### config.mk
export PLATFORM = sky130hd
export DESIGN_NAME = xy_route_ctrl
export DESIGN_NICKNAME = d
export VERILOG_FILES = /design/src/rtl/xy_noc_pkg.sv /design/src/rtl/xy_route_chan.sv /design/src/rtl/xy_route_ctrl.sv
export SDC_FILE = /design/constraint.sdc
export NUM_CORES = 1
export LEC_CHECK = 0
export CELL_PAD_IN_SITES_DETAIL_PLACEMENT = 1
export CELL_PAD_IN_SITES_GLOBAL_PLACEMENT = 1
export CORE_UTILIZATION = 19
export CTS_CLUSTER_DIAMETER = 40
export DETAILED_ROUTE_END_ITERATION = 8
export GPL_TIMING_DRIVEN = 0
export PLACE_DENSITY_LB_ADDON = 0.1
export SYNTH_ARGS = -nofsm -noshare
export SYNTH_HDL_FRONTEND = slang
export SYNTH_SLANG_ARGS = --single-unit
### constraint.sdc
create_clock -name clk_i -period 1.3 [get_ports clk_i]
set_input_delay 0.26 -clock clk_i [delete_from_list [all_inputs] [get_ports clk_i]]
set_output_delay 0.26 -clock clk_i [all_outputs]
set_load 0.01 [all_outputs]
### src/rtl/xy_noc_pkg.sv
// Shared definitions for the mesh-switch XY routing logic: flit type codes,
// switch placement codes, direction enum and the direction-to-port map.
package xy_noc_pkg;

  localparam logic [1:0] FLIT_SINGLE = 2'b00;
  localparam logic [1:0] FLIT_HEAD   = 2'b01;
  localparam logic [1:0] FLIT_BODY   = 2'b10;
  localparam logic [1:0] FLIT_TAIL   = 2'b11;

  // Switch placement: CENTER has all four neighbours, EDGE_* lacks the one
  // named neighbour, SIDE_* sits in a corner and lacks the two named ones.
  localparam logic [3:0] CENTER  = 4'd0;
  localparam logic [3:0] EDGE_LT = 4'd1;
  localparam logic [3:0] EDGE_RT = 4'd2;
  localparam logic [3:0] EDGE_UP = 4'd3;
  localparam logic [3:0] EDGE_DN = 4'd4;
  localparam logic [3:0] SIDE_LU = 4'd5;
  localparam logic [3:0] SIDE_RU = 4'd6;
  localparam logic [3:0] SIDE_LD = 4'd7;
  localparam logic [3:0] SIDE_RD = 4'd8;

  typedef enum logic [2:0] {
    DIR_RESOURCE = 3'd0,
    DIR_LEFT     = 3'd1,
    DIR_UP       = 3'd2,
    DIR_RIGHT    = 3'd3,
    DIR_DOWN     = 3'd4
  } dir_e;

  typedef struct packed {
    logic [2:0] port;
    logic       exists;
  } port_map_t;

  // Existing directions keep their CENTER port number; a missing neighbour
  // falls back to the local resource port 0 and reports exists=0.
  function automatic port_map_t dir2port(input logic [3:0] sw_config, input dir_e dir);
    port_map_t pm;
    logic no_l, no_r, no_u, no_d;
    no_l = (sw_config == EDGE_LT) || (sw_config == SIDE_LU) || (sw_config == SIDE_LD);
    no_r = (sw_config == EDGE_RT) || (sw_config == SIDE_RU) || (sw_config == SIDE_RD);
    no_u = (sw_config == EDGE_UP) || (sw_config == SIDE_LU) || (sw_config == SIDE_RU);
    no_d = (sw_config == EDGE_DN) || (sw_config == SIDE_LD) || (sw_config == SIDE_RD);
    pm.port   = 3'(dir);
    pm.exists = 1'b1;
    case (dir)
      DIR_LEFT:  pm.exists = !no_l;
      DIR_RIGHT: pm.exists = !no_r;
      DIR_UP:    pm.exists = !no_u;
      DIR_DOWN:  pm.exists = !no_d;
      default:   pm.exists = 1'b1;
    endcase
    if (!pm.exists) pm.port = 3'd0;
    return pm;
  endfunction

endpackage

### src/rtl/xy_route_chan.sv
// Single input channel: wormhole route lock. The header flit picks an XY
// output port which stays locked until the tail flit is consumed.
// Error event output is only generated when XY_ROUTE_ERR_EN is defined.
module xy_route_chan
  import xy_noc_pkg::*;
#(
  parameter int         COL_CORD          = 0,
  parameter int         ROW_CORD          = 0,
  parameter int         PACKET_ADDR_COL_W = 4,
  parameter int         PACKET_ADDR_ROW_W = 4,
  parameter int         FLIT_W            = 16,
  parameter int         OUTPUT_N_W        = 3,
  parameter logic [3:0] SW_CONFIG         = CENTER
) (
  input  logic                  clk_i,
  input  logic                  rst_ni,
  input  logic [FLIT_W-1:0]     flit_i,
  input  logic                  flit_vld_i,
  input  logic                  flit_hs_i,
  output logic [OUTPUT_N_W-1:0] route_sel_o,
  output logic                  route_vld_o,
  output logic                  hdr_ack_o,
  output logic                  err_evt_o
);

  localparam logic [PACKET_ADDR_COL_W-1:0] MY_COL = PACKET_ADDR_COL_W'(COL_CORD);
  localparam logic [PACKET_ADDR_ROW_W-1:0] MY_ROW = PACKET_ADDR_ROW_W'(ROW_CORD);

  typedef enum logic {S_IDLE, S_ROUTE} state_e;

  state_e                       state_q, state_d;
  logic [OUTPUT_N_W-1:0]        sel_q, sel_d;
  logic                         ack_q, ack_d;
  logic [1:0]                   flit_type;
  logic [PACKET_ADDR_COL_W-1:0] col;
  logic [PACKET_ADDR_ROW_W-1:0] row;
  logic                         is_hdr, is_tail;
  dir_e                         dir;
  port_map_t                    pm;
  logic                         unused_flit;

  assign flit_type   = flit_i[FLIT_W-1 -: 2];
  assign col         = flit_i[PACKET_ADDR_COL_W-1:0];
  assign row         = flit_i[PACKET_ADDR_COL_W +: PACKET_ADDR_ROW_W];
  assign is_hdr      = (flit_type == FLIT_HEAD) || (flit_type == FLIT_SINGLE);
  assign is_tail     = (flit_type == FLIT_TAIL) || (flit_type == FLIT_SINGLE);
  assign unused_flit = ^flit_i;

  // XY decision: resolve the column first, then the row.
  always_comb begin
    dir = DIR_RESOURCE;
    if (col > MY_COL)      dir = DIR_RIGHT;
    else if (col < MY_COL) dir = DIR_LEFT;
    else if (row < MY_ROW) dir = DIR_UP;
    else if (row > MY_ROW) dir = DIR_DOWN;
  end

  assign pm = dir2port(SW_CONFIG, dir);

  // Next-state: lock on a header in IDLE, release on a consumed tail in ROUTE.
  always_comb begin
    state_d = state_q;
    sel_d   = sel_q;
    ack_d   = 1'b0;
    case (state_q)
      S_IDLE: begin
        if (flit_vld_i && is_hdr) begin
          state_d = S_ROUTE;
          sel_d   = OUTPUT_N_W'(pm.port);
          ack_d   = 1'b1;
        end
      end
      S_ROUTE: begin
        if (flit_vld_i && flit_hs_i && is_tail) begin
          state_d = S_IDLE;
          sel_d   = '0;
        end
      end
      default: state_d = S_IDLE;
    endcase
  end

  // Channel state and registered outputs.
  always_ff @(posedge clk_i or negedge rst_ni) begin
    if (!rst_ni) begin
      state_q <= S_IDLE;
      sel_q   <= '0;
      ack_q   <= 1'b0;
    end else begin
      state_q <= state_d;
      sel_q   <= sel_d;
      ack_q   <= ack_d;
    end
  end

  assign route_sel_o = sel_q;
  assign route_vld_o = (state_q == S_ROUTE);
  assign hdr_ack_o   = ack_q;

`ifdef XY_ROUTE_ERR_EN
  // Protocol error or header towards a neighbour this switch does not have.
  always_comb begin
    err_evt_o = 1'b0;
    if (flit_vld_i) begin
      if (state_q == S_IDLE) err_evt_o = is_hdr ? !pm.exists : 1'b1;
      else if (flit_hs_i && (flit_type == FLIT_HEAD)) err_evt_o = 1'b1;
    end
  end
`else
  logic unused_exists;
  assign unused_exists = pm.exists;
  assign err_evt_o     = 1'b0;
`endif

endmodule

### src/rtl/xy_route_ctrl.sv
// Multi-input XY route controller: one wormhole route lock per input
// channel plus (with XY_ROUTE_ERR_EN defined) sticky per-channel error
// flags and a saturating total error counter.
module xy_route_ctrl
  import xy_noc_pkg::*;
#(
  parameter int         COL_CORD          = 0,
  parameter int         ROW_CORD          = 0,
  parameter int         PACKET_ADDR_COL_W = 4,
  parameter int         PACKET_ADDR_ROW_W = 4,
  parameter int         FLIT_W            = 16,
  parameter int         IN_N              = 5,
  parameter int         OUTPUT_N_W        = 3,
  parameter logic [3:0] SW_CONFIG         = CENTER,
  parameter int         ERR_CNT_W         = 8
) (
  input  logic                       clk_i,
  input  logic                       rst_ni,
  input  logic [IN_N*FLIT_W-1:0]     flit_i,
  input  logic [IN_N-1:0]            flit_vld_i,
  input  logic [IN_N-1:0]            flit_hs_i,
  output logic [IN_N*OUTPUT_N_W-1:0] route_sel_o,
  output logic [IN_N-1:0]            route_vld_o,
  output logic [IN_N-1:0]            hdr_ack_o,
  output logic [IN_N-1:0]            err_o,
  output logic [ERR_CNT_W-1:0]       err_cnt_o
);

  logic [IN_N-1:0] err_evt;

  for (genvar k = 0; k < IN_N; k++) begin : g_chan
    xy_route_chan #(
      .COL_CORD         (COL_CORD),
      .ROW_CORD         (ROW_CORD),
      .PACKET_ADDR_COL_W(PACKET_ADDR_COL_W),
      .PACKET_ADDR_ROW_W(PACKET_ADDR_ROW_W),
      .FLIT_W           (FLIT_W),
      .OUTPUT_N_W       (OUTPUT_N_W),
      .SW_CONFIG        (SW_CONFIG)
    ) u_chan (
      .clk_i      (clk_i),
      .rst_ni     (rst_ni),
      .flit_i     (flit_i[k*FLIT_W +: FLIT_W]),
      .flit_vld_i (flit_vld_i[k]),
      .flit_hs_i  (flit_hs_i[k]),
      .route_sel_o(route_sel_o[k*OUTPUT_N_W +: OUTPUT_N_W]),
      .route_vld_o(route_vld_o[k]),
      .hdr_ack_o  (hdr_ack_o[k]),
      .err_evt_o  (err_evt[k])
    );
  end

`ifdef XY_ROUTE_ERR_EN
  localparam int SUM_W = ERR_CNT_W + $clog2(IN_N + 1);

  logic [IN_N-1:0]      err_q, err_d;
  logic [ERR_CNT_W-1:0] cnt_q, cnt_d;
  logic [SUM_W-1:0]     sum;

  // Sticky flags and counter that adds all of this cycle's errors, saturating.
  always_comb begin
    err_d = err_q | err_evt;
    sum   = SUM_W'(cnt_q);
    for (int k = 0; k < IN_N; k++) sum = sum + SUM_W'(err_evt[k]);
    if (sum > SUM_W'({ERR_CNT_W{1'b1}})) cnt_d = '1;
    else                                 cnt_d = sum[ERR_CNT_W-1:0];
  end

  // Error state registers.
  always_ff @(posedge clk_i or negedge rst_ni) begin
    if (!rst_ni) begin
      err_q <= '0;
      cnt_q <= '0;
    end else begin
      err_q <= err_d;
      cnt_q <= cnt_d;
    end
  end

  assign err_o     = err_q;
  assign err_cnt_o = cnt_q;
`else
  assign err_o     = err_evt;
  assign err_cnt_o = '0;
`endif

endmodule

==> metrics.yaml <==
status: "complete, but fails checks"
violations: "DRC"
worst_clock_skew_ns: 0.003863
reg2reg_from: "g_chan[3].u_chan.route_vld_o"
place.gp.congestion: 0.6370
worstRegToRegCells: 4
die_y_um: 84.72
drv_slew: 0
final_cell_mix: "43 x clkdlybuf4s50_1, 36 x buf_4, 22 x dlygate4sd2_1"
dpl.hpwl_um: 3049
core_sq_um: 6459
combPwrFrac: 0.474
pin_count: 130
synth-seq-cells: 20
fmax_mhz: 798.9
holdCritPathClass: "in -> async"
min_period_ns: 1.252
worstPathArrival_ns: 0.99
pwr-share-clk: 0.186
synth-edff-count: 0
p_leak_uw: 0.001248
async_flop_share: 1.000
ys.flop_type: "dfrtp_1"
net-switching-power_uw: 748.4
swShare: 0.2998
cts_inserted_buffers: 3
clk_pin_slew_worst_paths_ns: 0.07
grt.total_usage: 0.1063
synth-seq-area-share: 0.3850
cts_hold_buf: 0
die_x_um: 84.72
cp-end-kind: "output port"
dieArea_sq_um: 7177
final_common_cell: "clkdlybuf4s50_1"
max_slew_margin: 0.3754
port_buffers: 86
cts_root_buf: "clkbuf_8"
cts_tree: "built"
drt-total-wl_um: 3724
r2r_slack_ns: 0.10
final_layout_size_suffix_gt1_frac: 0.2667
fin_area_sq_um: 2450
pwr_density_cell_nw_per_um2: 1019
p_int_uw: 1748
rr_endpoint: "g_chan[3].u_chan.route_sel_o[1]"
total_power_uw: 2496
critPathRequiredTime_ns: 1.04
fillers: 753
antenna_found_initial: 0
initial_core_util: 0.2013
syn_inst: 131
path_cells: "buf_4 -> clkdlybuf4s15_1"
grt_overflow: 0
synth_warnings: 0
nets: 343
avgSynthCellArea_sq_um: 9.924
dp_cells: 306
setup_viol: 0
fin_util: 0.3793
placed_area_sq_um: 2302
worstPathMaxFanout: 2
start_kind: "register"
core.rowCount: 29
rsz0062_at_grt: "false"
via_per_inst: 3.934
htreeDepth: 1
peakVddDrop_mv: 0.3534
drc: 8
synthDistinctLibCells: 22
cts_sinks: 20
cap_violations: 0
grt_pass1_vias: 1295
grt_max_degree: 21
netlist_area_sq_um: 1300
synthToLayoutAreaGrowth_pct: 88.45
drtPass1Iterations: 6
critical-path-slowest-cell: "dfrtp_1"
hold_violations: 0
final_cells: 317
ant_nets: 0
crit_type: "reg -> out"
grt_pass1_wl_um: 6072
slowest_delay_ns: 0.39
wl_per_cell_um: 11.75
p_seq_frac: 0.340
diodes: 0
setup_slack_ns: 0.04825
drtIter0Drc: 37
clk-insertion-delay-late_ns: 0.25
clock_path_buffers: 2
worst_pin_slew_ns: 0.9354
post-place-ws_ns: -0.4493
vias: 1247
fin_crit_sh: 0.9629
[state kept, by name (all words and copies together), names as in the netlist]
register and cells:
g_chan.u_chan.hdr_ack_o 5, g_chan.u_chan.route_sel_o 10, g_chan.u_chan.route_vld_o 5
[per-stage QoR]
stage / hold WS (ns) / setup TNS, ns
detailed placement: 0.5245 / -10.04
global placement: 0.5133 / -9.135
global route: 0.2241 / 0
CTS: 0.5246 / 0
finish: 0.1358 / 0
floorplan: -0.03559 / 0
[Yosys cell counts (all sizes together), types with 3 or more instances]
library cell | count | share of area
nand2 | 10 | 0.029
buf | 28 | 0.16
o21a | 6 | 0.035
nor2b | 5 | 0.024
inv | 14 | 0.040
o41ai | 3 | 0.020
nand4b | 3 | 0.020
ha | 10 | 0.096
mux2i | 6 | 0.046
nor4 | 7 | 0.043
dfrtp | 20 | 0.38
[area by class of cell]
type	instances	area (sq um)	area share
repair buffers	93	868.3	0.3544
inverters	14	52.55	0.02145
plain buffers	28	210.2	0.08580
multi-input cells	81	666.9	0.2722
well taps	77	96.34	0.03933
flip-flops and latches	20	500.5	0.2043
clock buffers	4	55.05	0.02247
[repair_timing]
action | 4_1_cts | 5_1_grt
setup endpoints to repair | 39 | 38
buffers inserted | 5 | 2
resized for setup | 60 | 21
pin swaps | 12 | 5
[per-layer routing]
layer / vias to the layer above / track usage / part of all wire
met1: 568 / 0.1238 / 0.39
li1: 619 / - / -
met2: 58 / 0.1899 / 0.50
met3: 2 / 0.02852 / 0.098
met4: 0 / 0.03236 / 0.011
met5: - / 0 / 0
[power groups by stage]
stage | sequential (uW) | clock (uW) | combinational (uW)
2_1_floorplan | 895 | 0 | 494
3_3_place_gp | 876 | 0 | 1200
3_5_place_dp | 877 | 0 | 1210
4_1_cts | 851 | 491 | 1190
5_1_grt | 871 | 524 | 1290
6_report | 849 | 465 | 1180
[cell families after synthesis]
| kind of cell | share of synthesized area |
|---|---|
| fa+ha+maj | 0.09625 |
| mux | 0.04620 |
| buf+inv | 0.2021 |
| simple gates | 0.1819 |
| flops | 0.3850 |
| other cells | 0.002885 |
| compound gates | 0.08565 |
[worst max-delay path by stage]
stage / from / endpoint / slack, ns / cells past startpoint
5_1_grt: g_chan[0].u_chan.route_vld_o / route_vld_o[0] / 0.006 / 2
2_1_floorplan: g_chan[3].u_chan.route_vld_o / g_chan[3].u_chan.route_sel_o[1] / 0.13 / 3
3_3_place_gp: flit_i[62] / g_chan[3].u_chan.route_sel_o[2] / -0.42 / 6
4_1_cts: flit_i[15] / g_chan[0].u_chan.route_sel_o[1] / 0.005 / 6
6_report: g_chan[2].u_chan.route_vld_o / route_vld_o[2] / 0.05 / 2
3_5_place_dp: flit_i[62] / g_chan[3].u_chan.route_sel_o[2] / -0.45 / 6
[worst max-delay path: cells and delay by family (launching register included)]
| kind | cells | cell delay, ns |
|---|---|---|
| flops | 1 | 0.39 |
| buf+inv | 2 | 0.35 |
(Power assumes the default switching activity.)
